===== config.mk =====
export PLATFORM = sky130hd
export DESIGN_NAME = fp_add_seq_flat
export DESIGN_NICKNAME = d
export VERILOG_FILES = /design/src/rtl/fp_add_seq_if.sv /design/src/rtl/fp_add_seq.sv /design/src/flat_wrapper.sv
export SDC_FILE = /design/constraint.sdc
export NUM_CORES = 1
export LEC_CHECK = 0
export CORE_MARGIN = 10
export CORE_UTILIZATION = 54
export CTS_CLUSTER_DIAMETER = 150
export CTS_CLUSTER_SIZE = 10
export DETAILED_ROUTE_END_ITERATION = 16
export HOLD_SLACK_MARGIN = 0.1
export MAX_ROUTING_LAYER = met4
export PLACE_DENSITY_LB_ADDON = 0.25
export SLEW_MARGIN = 20
export SYNTH_ARGS = -nofsm -noshare
export SYNTH_HDL_FRONTEND = slang
export SYNTH_SLANG_ARGS = --single-unit

===== constraint.sdc =====
create_clock -name clk -period 3 [get_ports clk]
set_input_delay 0.6 -clock clk [delete_from_list [all_inputs] [get_ports clk]]
set_output_delay 0.6 -clock clk [all_outputs]
set_load 0.02 [all_outputs]

===== src/rtl/fp_add_seq_if.sv =====
// Bus bundle for fp_add_seq: batch control, byte-wide data memory port and
// the half-precision adder handshake. The master side is the sequencer.
interface fp_add_seq_if;
  // batch control
  logic        start;
  logic [3:0]  job_count;
  logic        busy;
  logic        done;
  logic        err;
  // data memory
  logic [7:0]  DataAddress;
  logic        ReadMem;
  logic        WriteMem;
  logic [7:0]  DataIn;
  logic [7:0]  DataOut;
  // adder core
  logic        add_start;
  logic [15:0] add_a;
  logic [15:0] add_b;
  logic        add_done;
  logic [15:0] add_sum;

  modport master (
    input  start, job_count, DataOut, add_done, add_sum,
    output busy, done, err, DataAddress, ReadMem, WriteMem, DataIn,
           add_start, add_a, add_b
  );

  modport slave (
    output start, job_count, DataOut, add_done, add_sum,
    input  busy, done, err, DataAddress, ReadMem, WriteMem, DataIn,
           add_start, add_a, add_b
  );
endinterface


===== src/rtl/fp_add_seq.sv =====
// Memory-driven sequencer for the shared half-precision adder. Each job record
// is 6 bytes: A hi/lo, B hi/lo, sum hi/lo. Operands are fetched, the adder is
// launched, and the sum is written back beside its operands.
//
// state    | meaning
// ---------+-------------------------------------------------------------
// S_IDLE   | waiting for start; done/err hold their last value
// S_READ   | byte counter 0..4: reads issued at 0..3, captured at 1..4
// S_LAUNCH | one-cycle add_start pulse, timeout timer loaded
// S_WAIT   | waiting for add_done; timer expiry aborts the batch
// S_WR_HI  | write sum[15:8] to record +4
// S_WR_LO  | write sum[7:0] to record +5, advance to next job
// S_DONE   | single cycle, done already set, returns to idle
module fp_add_seq #(
  parameter int BASE_ADDR  = 128,
  parameter int JOB_STRIDE = 6,
  parameter int TIMEOUT    = 255
) (
  input logic          clk,
  input logic          reset,
  fp_add_seq_if.master bus
);

  typedef enum logic [2:0] {
    S_IDLE, S_READ, S_LAUNCH, S_WAIT, S_WR_HI, S_WR_LO, S_DONE
  } state_t;

  localparam logic [7:0] C_BASE     = 8'(BASE_ADDR);
  localparam logic [7:0] C_STRIDE   = 8'(JOB_STRIDE);
  // The timer is checked before decrementing, so loading TIMEOUT-1 gives
  // exactly TIMEOUT cycles in S_WAIT.
  localparam logic [7:0] C_TMR_LOAD = 8'(TIMEOUT - 1);

  state_t      r_state;
  state_t      w_next;
  logic [2:0]  r_cnt;
  logic [3:0]  r_job;
  logic [3:0]  r_njobs;
  logic [7:0]  r_addr;
  logic [7:0]  r_tmr;
  logic [15:0] r_a;
  logic [15:0] r_b;
  logic [15:0] r_sum;
  logic        r_done;
  logic        r_err;
  logic        w_accept;
  logic        w_timeout;
  logic        w_last;

  assign w_last        = ((r_job + 4'd1) == r_njobs);
  assign bus.busy      = (r_state != S_IDLE) && (r_state != S_DONE);
  assign bus.done      = r_done;
  assign bus.err       = r_err;
  assign bus.add_a     = r_a;
  assign bus.add_b     = r_b;

  // State register.
  always_ff @(posedge clk or negedge reset) begin
    if (!reset) r_state <= S_IDLE;
    else        r_state <= w_next;
  end

  // Next-state decode and Moore outputs for the memory and adder ports.
  always_comb begin
    w_next          = r_state;
    w_accept        = 1'b0;
    w_timeout       = 1'b0;
    bus.ReadMem     = 1'b0;
    bus.WriteMem    = 1'b0;
    bus.DataAddress = 8'd0;
    bus.DataIn      = 8'd0;
    bus.add_start   = 1'b0;
    case (r_state)
      S_IDLE: begin
        if (bus.start) begin
          w_accept = 1'b1;
          w_next   = (bus.job_count == 4'd0) ? S_DONE : S_READ;
        end
      end
      S_READ: begin
        if (r_cnt != 3'd4) begin
          bus.ReadMem     = 1'b1;
          bus.DataAddress = r_addr + {5'd0, r_cnt};
        end else begin
          w_next = S_LAUNCH;
        end
      end
      S_LAUNCH: begin
        bus.add_start = 1'b1;
        w_next        = S_WAIT;
      end
      S_WAIT: begin
        if (bus.add_done) begin
          w_next = S_WR_HI;
        end else if (r_tmr == 8'd0) begin
          w_timeout = 1'b1;
          w_next    = S_DONE;
        end
      end
      S_WR_HI: begin
        bus.WriteMem    = 1'b1;
        bus.DataAddress = r_addr + 8'd4;
        bus.DataIn      = r_sum[15:8];
        w_next          = S_WR_LO;
      end
      S_WR_LO: begin
        bus.WriteMem    = 1'b1;
        bus.DataAddress = r_addr + 8'd5;
        bus.DataIn      = r_sum[7:0];
        w_next          = w_last ? S_DONE : S_READ;
      end
      S_DONE:  w_next = S_IDLE;
      default: w_next = S_IDLE;
    endcase
  end

  // Job bookkeeping, operand capture, timeout timer and sticky status flags.
  always_ff @(posedge clk or negedge reset) begin
    if (!reset) begin
      r_cnt   <= 3'd0;
      r_job   <= 4'd0;
      r_njobs <= 4'd0;
      r_addr  <= 8'd0;
      r_tmr   <= 8'd0;
      r_a     <= 16'd0;
      r_b     <= 16'd0;
      r_sum   <= 16'd0;
      r_done  <= 1'b0;
      r_err   <= 1'b0;
    end else begin
      case (r_state)
        S_IDLE: begin
          if (w_accept) begin
            r_done  <= 1'b0;
            r_err   <= 1'b0;
            r_njobs <= bus.job_count;
            r_job   <= 4'd0;
            r_addr  <= C_BASE;
            r_cnt   <= 3'd0;
          end
        end
        S_READ: begin
          r_cnt <= r_cnt + 3'd1;
          case (r_cnt)
            3'd1:    r_a[15:8] <= bus.DataOut;
            3'd2:    r_a[7:0]  <= bus.DataOut;
            3'd3:    r_b[15:8] <= bus.DataOut;
            3'd4:    r_b[7:0]  <= bus.DataOut;
            default: ;
          endcase
        end
        S_LAUNCH: r_tmr <= C_TMR_LOAD;
        S_WAIT: begin
          if (bus.add_done)          r_sum <= bus.add_sum;
          else if (r_tmr != 8'd0)    r_tmr <= r_tmr - 8'd1;
        end
        S_WR_LO: begin
          r_job  <= r_job + 4'd1;
          r_addr <= r_addr + C_STRIDE;
          r_cnt  <= 3'd0;
        end
        default: ;
      endcase
      // Placed after the accept clear so a zero-job start still ends with done=1.
      if (w_next == S_DONE) r_done <= 1'b1;
      if (w_timeout)        r_err  <= 1'b1;
    end
  end

endmodule


===== src/flat_wrapper.sv =====
// flat-port wrapper written by rule: the top's interface ports become plain ports
module fp_add_seq_flat 
#(
  parameter int BASE_ADDR  = 128,
  parameter int JOB_STRIDE = 6,
  parameter int TIMEOUT    = 255
)
  (clk, reset, bus_start, bus_job_count, bus_DataOut, bus_add_done, bus_add_sum, bus_busy, bus_done, bus_err, bus_DataAddress, bus_ReadMem, bus_WriteMem, bus_DataIn, bus_add_start, bus_add_a, bus_add_b);
  fp_add_seq_if bus_i ();
  input logic clk;
  input logic reset;
  input wire logic [$bits(bus_i.start)-1:0] bus_start;
  input wire logic [$bits(bus_i.job_count)-1:0] bus_job_count;
  input wire logic [$bits(bus_i.DataOut)-1:0] bus_DataOut;
  input wire logic [$bits(bus_i.add_done)-1:0] bus_add_done;
  input wire logic [$bits(bus_i.add_sum)-1:0] bus_add_sum;
  output wire logic [$bits(bus_i.busy)-1:0] bus_busy;
  output wire logic [$bits(bus_i.done)-1:0] bus_done;
  output wire logic [$bits(bus_i.err)-1:0] bus_err;
  output wire logic [$bits(bus_i.DataAddress)-1:0] bus_DataAddress;
  output wire logic [$bits(bus_i.ReadMem)-1:0] bus_ReadMem;
  output wire logic [$bits(bus_i.WriteMem)-1:0] bus_WriteMem;
  output wire logic [$bits(bus_i.DataIn)-1:0] bus_DataIn;
  output wire logic [$bits(bus_i.add_start)-1:0] bus_add_start;
  output wire logic [$bits(bus_i.add_a)-1:0] bus_add_a;
  output wire logic [$bits(bus_i.add_b)-1:0] bus_add_b;
  assign bus_i.start = bus_start;
  assign bus_i.job_count = bus_job_count;
  assign bus_i.DataOut = bus_DataOut;
  assign bus_i.add_done = bus_add_done;
  assign bus_i.add_sum = bus_add_sum;
  assign bus_busy = bus_i.busy;
  assign bus_done = bus_i.done;
  assign bus_err = bus_i.err;
  assign bus_DataAddress = bus_i.DataAddress;
  assign bus_ReadMem = bus_i.ReadMem;
  assign bus_WriteMem = bus_i.WriteMem;
  assign bus_DataIn = bus_i.DataIn;
  assign bus_add_start = bus_i.add_start;
  assign bus_add_a = bus_i.add_a;
  assign bus_add_b = bus_i.add_b;
  fp_add_seq #(.BASE_ADDR(BASE_ADDR), .JOB_STRIDE(JOB_STRIDE), .TIMEOUT(TIMEOUT)) u_core (.clk(clk), .reset(reset), .bus(bus_i));
endmodule

Word-level counts from Yosys, hierarchy flattened
Index checks and enable logic that the tools add are counted.
W data, S select, Z words.
{ "word_totals": {"reg_bits": 80, "latch_bits": 0, "ram_bits": 0, "romBits": 0, "inputBits": 32, "word_cells": 93, "n_memories": 0} }
{ "op_classes": {"n_addsub": 7, "mul": 0, "div_mod_pow": 0, "n_lt_le_gt_ge": 0, "n_eq_ne": 16, "n_shift": 0, "mux": 32, "bitwise": 0, "n_reduce_logical": 25} }
{ "ops": {"columns": ["cell", "count"], "rows": [
  ["$pmux W8 S2", 3],
  ["$mux W8", 4],
  ["$add A8 B3 Y8 const B", 3],
  ["$pmux W8 S3", 1],
  ["$mux W3", 7],
  ["$reduce_and A2 Y1", 10],
  ["$pmux W3 S6", 1],
  ["$mux W1", 13],
  ["$eq A3 B2 Y1 const B", 4],
  ["$eq A3 B3 Y1 const B", 4],
  ["$reduce_bool A2 Y1", 6],
  ["$pmux W3 S3", 1],
  ["$add A8 B3 Y8", 1],
  ["$logic_not A8 Y1", 1],
  ["$pmux W4 S2", 1],
  ["$reduce_bool A8 Y1", 1],
  ["$sub A8 B1 Y8 const B", 1],
  ["$eq A3 B1 Y1 const B", 2],
  ["$ne A3 B3 Y1 const B", 2],
  ["$reduce_bool A3 Y1", 2],
  ["$add A4 B1 Y4 const B", 1],
  ["$eq A4 B4 Y1", 1],
  ["$logic_not A4 Y1", 1],
  ["$mux W4", 1],
  ["7 further kinds", 8]
]} }

Logic depth before layout (Yosys ltp)
{ "depth": {"ltp_word": 7, "ltp_mapped": 8, "mapped_depth_nobuf": 8} }

Worst setup path after synthesis
OpenSTA, ideal clock, no wires.
{ "synth_path": {"kind": "register -> output", "from": "register u_core.r_state[1]", "to": "output bus_DataAddress[6]", "t_arrival_ps": 1837, "required_ps": 2400, "slack_ps": 563, "stages_incl_launch_ff": 7, "path_buffers": 1, "cell_sequence": "dfrtp_1 buf_2 nor3b_1 nand2_1 inv_2 a22oi_1 o31ai_1"} }
{ "synth_via": {"elab_chain_cells": 2, "elab_cells_between_ends": 4, "classes_between": "3 x eq/ne; 1 x mux"} }
{ "synth_rtl": {"columns": ["item", "line_no", "source"], "rows": [
  ["start, declared", "fp_add_seq.sv:34", "state_t r_state;"],
  ["start signal, assigned", "fp_add_seq.sv:60", "else r_state <= w_next;"],
  ["$eq A3 B3 Y1 or $eq A3 B1 Y1 (tied branches)", "fp_add_seq.sv:73", "case (r_state)"],
  ["$pmux W8 S3 *", "fp_add_seq.sv:73", null],
  ["end, declared", "flat_wrapper.sv:20", "output wire logic [$bits(bus_i.DataAddress)-1:0] bus_DataAddress;"]
]} }
Every way passes the cells marked *; elsewhere a longest branch is shown, timed or not.

Final worst setup path
{ "layout_path": {"from": "register u_core.r_cnt[0]", "to": "output bus_DataAddress[3]"} }
{ "layout_via": {"elab_chain_cells": 3, "elab_cells_between_ends": 4, "classes_between": "1 x add/sub; 1 x eq/ne; 2 x mux"} }
{ "layout_rtl": {"columns": ["item", "line_no", "source"], "rows": [
  ["start, declared", "fp_add_seq.sv:36", "logic [2:0] r_cnt;"],
  ["start signal, assigned", "fp_add_seq.sv:143", "r_cnt <= r_cnt + 3'd1;"],
  ["$add A8 B3 Y8 or $ne A3 B3 Y1 (tied branches)", "fp_add_seq.sv:83, fp_add_seq.sv:81", null],
  ["$mux W8 *", "fp_add_seq.sv:81", "if (r_cnt != 3'd4) begin"],
  ["$pmux W8 S3 *", "fp_add_seq.sv:73", null]
]} }
Marked as above.

==> qor.csv <==
metric,value,unit
ant diodes,0,
crit-path cells,inv_1 > ha_1 > nand2_1 > nand2_1 > buf_4 > o22ai_1 > clkdlybuf4s50_1,
vias in the first global route,3129,
first-pass GRT wire length,15.3,mm
Antenna Nets Post-Route,0,
Seq cells post-synth,79,
largest net degree at the start of global routing,80,
synth-to-layout area growth,31.1,%
Die ar.,10900,µm²
Setup CP Type,register to output pin,
Core Area,6870,µm²
CTS tree,done,
post-synth cell types,50,
Synth Area per Inst,11.2,µm²
unrepaired setup endpoints after global routing,false,
CP Data Required Time,2.40,ns
worst-margin pin slew,0.962,ns
CP Launch Type,register,
WL/cell,17.1,µm
R2R depth,4,
final worst slack,0.134,ns
Fmax achieved,349,MHz
cell family with most CP delay,buffers and inverters,
# IOs,86,
WP data arrival,2.27,ns
critical-path maximum fanout,5,
DIE WIDTH,104,µm
total of max-cap violations,0,
largest family of logic cells by synthesized area,multiplexers,
xor/xnor share of the synthesized area,0.0387,
min-delay worst type,input port to asynchronous set/reset pin,
register area share after synthesis,0.514,
Layout Skew,0.0152,ns
DP HPWL,6.75,mm
Clock Path Buffers,2,
Via density,5.50,
Synth Area in Adders,0.0423,
drt pass-1 iters,4,
GRT overflow,0,
pwr dens,1010,nW/µm²
Final min period,2.87,ns
routability congestion estimate,0.907,
yosys warns,0,
via count,2937,
syn nets,387,
final setup violation count,0,
Peak supply drop,0.707,mV
Most used DFF post-synth,dfrtp_1,
H-tree Lvls,3,
Die H,104,µm
R2R Setup Slk,0.85,ns
buffers plus inverters on the worst setup path,3,
Netlist Area Pre-Place,3850,µm²
final net count,478,
gr usage total,0.174,
share of layout cells above drive strength 1,0.189,
complex-gate fraction of the synthesized area,0.0940,
worst reg2reg startpoint,u_core.r_state[0],
"commonest non-fill, non-tap cells in the layout","dfrtp_1, clkdlybuf4s50_1, mux2_2, nand2_1, nor2_1",
root buffer cell,clkbuf_8,
most frequent CP cell,nand2_1,
Post-synth ARST share,1.00,
crit-path max cell delay,0.64,ns
cts hold-fix bufs,0,
IO buf count,85,
simple-gate share of the synthesized area,0.119,
Post-synth EDFFs,0,
Final Hold Viols,0,
clock-pin slew on the worst setup and hold paths,0.09,ns
"commonest non-fill, non-tap cell in the layout",dfrtp_1,
CP Capture Type,output pin,
# Post-CTS Setup Buffers,0,
mux cell area share after synthesis,0.164,
pre-CTS WS,0.107,ns
initial antenna violation count,0,
Slew headroom,0.359,
DRC,0,
CP max stage cell,clkdlybuf4s50_1,
initial core utilization,0.560,
Final TNS setup,0,ns
DR iter-0 viols,181,
status,completed,
num rows,30,
Critical R2R Capture,u_core.bus.add_b[7],
clk sink count,79,
period utilization,0.955,
Max Slew Vio Count,0,
drt total wl,9.12,mm
TritonCTS Buffers,9,
Post-Synthesis Cells,342,
static leakage,2.21,nW
insertion delay to the later sink of the worst-skew pair,0.35,ns
## timing repair
action                     CTS  global route
setup endpoints to repair    5             4
resized for setup            6             3
hold endpoints to repair     0             0
## where the power goes
group | total (mW) | switching, mW | internal (mW)
logic | 2.49 | 1.28 | 1.22
registers | 1.78 | 0.280 | 1.50
clock network | 0.842 | 0.437 | 0.405
total | 5.11 | 2.00 | 3.12
## registers in the layout, indices dropped and copies added (netlist names)
register          count
u_core.bus.done       1
u_core.r_job          4
u_core.bus.add_b     16
u_core.r_addr         7
u_core.r_sum         16
u_core.r_njobs        4
u_core.bus.add_a     16
u_core.r_cnt          3
u_core.r_tmr          8
u_core.bus.err        1
u_core.r_state        3
## logic make-up after synthesis
logic type / after synthesis
AO/OA/AOI/OAI: 57
XOR/XNOR: 17
adder cells (fa/ha/maj): 13
buffers and inverters: 27
flip-flops: 79
multiplexers: 57
AND/OR/NAND/NOR: 92
## cells in the mapped netlist (all sizes together) (2+ instances only)
cell type | n | area [µm²]
nor3b | 2 | 15.0
nor3 | 4 | 20.0
dfrtp | 79 | 1980
inv | 13 | 48.8
a211oi | 3 | 22.5
nor2 | 26 | 100
a31oi | 3 | 18.8
or4 | 2 | 18.8
xnor2 | 8 | 70.1
ha | 13 | 163
buf | 6 | 28.8
a22o | 4 | 35.0
nand2b | 2 | 12.5
nand4b | 2 | 17.5
o22ai | 2 | 12.5
a21oi | 10 | 50.1
nor2b | 2 | 12.5
nand3 | 4 | 20.0
nand2 | 36 | 138
or3 | 3 | 18.8
xor2 | 9 | 78.8
clkbuf | 8 | 30.0
mux2 | 48 | 541
nor4 | 2 | 27.5
o211ai | 3 | 22.5
mux2i | 9 | 90.1
o31ai | 2 | 28.8
o21ai | 24 | 120
## final cells by class
type                            instances  area, µm²
Multi-Input combinational cell        236       1770
Clock buffer                            9        124
Fill cell                             498       1830
Clock inverter                          7       87.6
Tap cell                               96        120
Sequential cell                        79       1980
Inverter                               13       48.8
Timing Repair Buffer                   94        912
## layer usage
layer	routed length [µm]	GRT usage
met1	4020	0.212
met2	4480	0.275
met3	493	0.0520
met4	116	0.0477
met5	0	-
## worst reg2reg max path, stage by stage (launching register included)
cell,delay (ns)
dfrtp_1,0.35
buf_4,0.30
or3b_1,0.47
nor2_2,0.51
mux2_2,0.41
## worst max-delay path by stage
stage                 startpoint                  to  cells after the start
6_report         u_core.r_cnt[0]  bus_DataAddress[3]                      7
5_1_grt          u_core.r_cnt[0]  bus_DataAddress[3]                      7
4_1_cts        u_core.r_state[1]  bus_DataAddress[2]                      5
3_5_place_dp     u_core.r_cnt[2]  bus_DataAddress[7]                      7
3_3_place_gp     u_core.r_cnt[2]  bus_DataAddress[7]                      7
2_1_floorplan  u_core.r_state[1]  bus_DataAddress[6]                      6
## per-stage QoR
| step | util | hold slack [ns] | cell area (µm²) | cells | total power [mW] |
|---|---|---|---|---|---|
| 2_1_floorplan | - | 0.304 | 3850 | 342 | 3.23 |
| 3_3_place_gp | 0.702 | 0.483 | 4820 | 518 | 4.22 |
| 3_5_place_dp | 0.702 | 0.484 | 4820 | 518 | 4.32 |
| 4_1_cts | 0.732 | 0.433 | 5030 | 534 | 5.15 |
| 5_1_grt | 0.734 | 0.476 | 5040 | 534 | 5.44 |
| 6_report | 0.734 | 0.404 | 5040 | 534 | 5.11 |
Power figures use the tool's default switching activity.
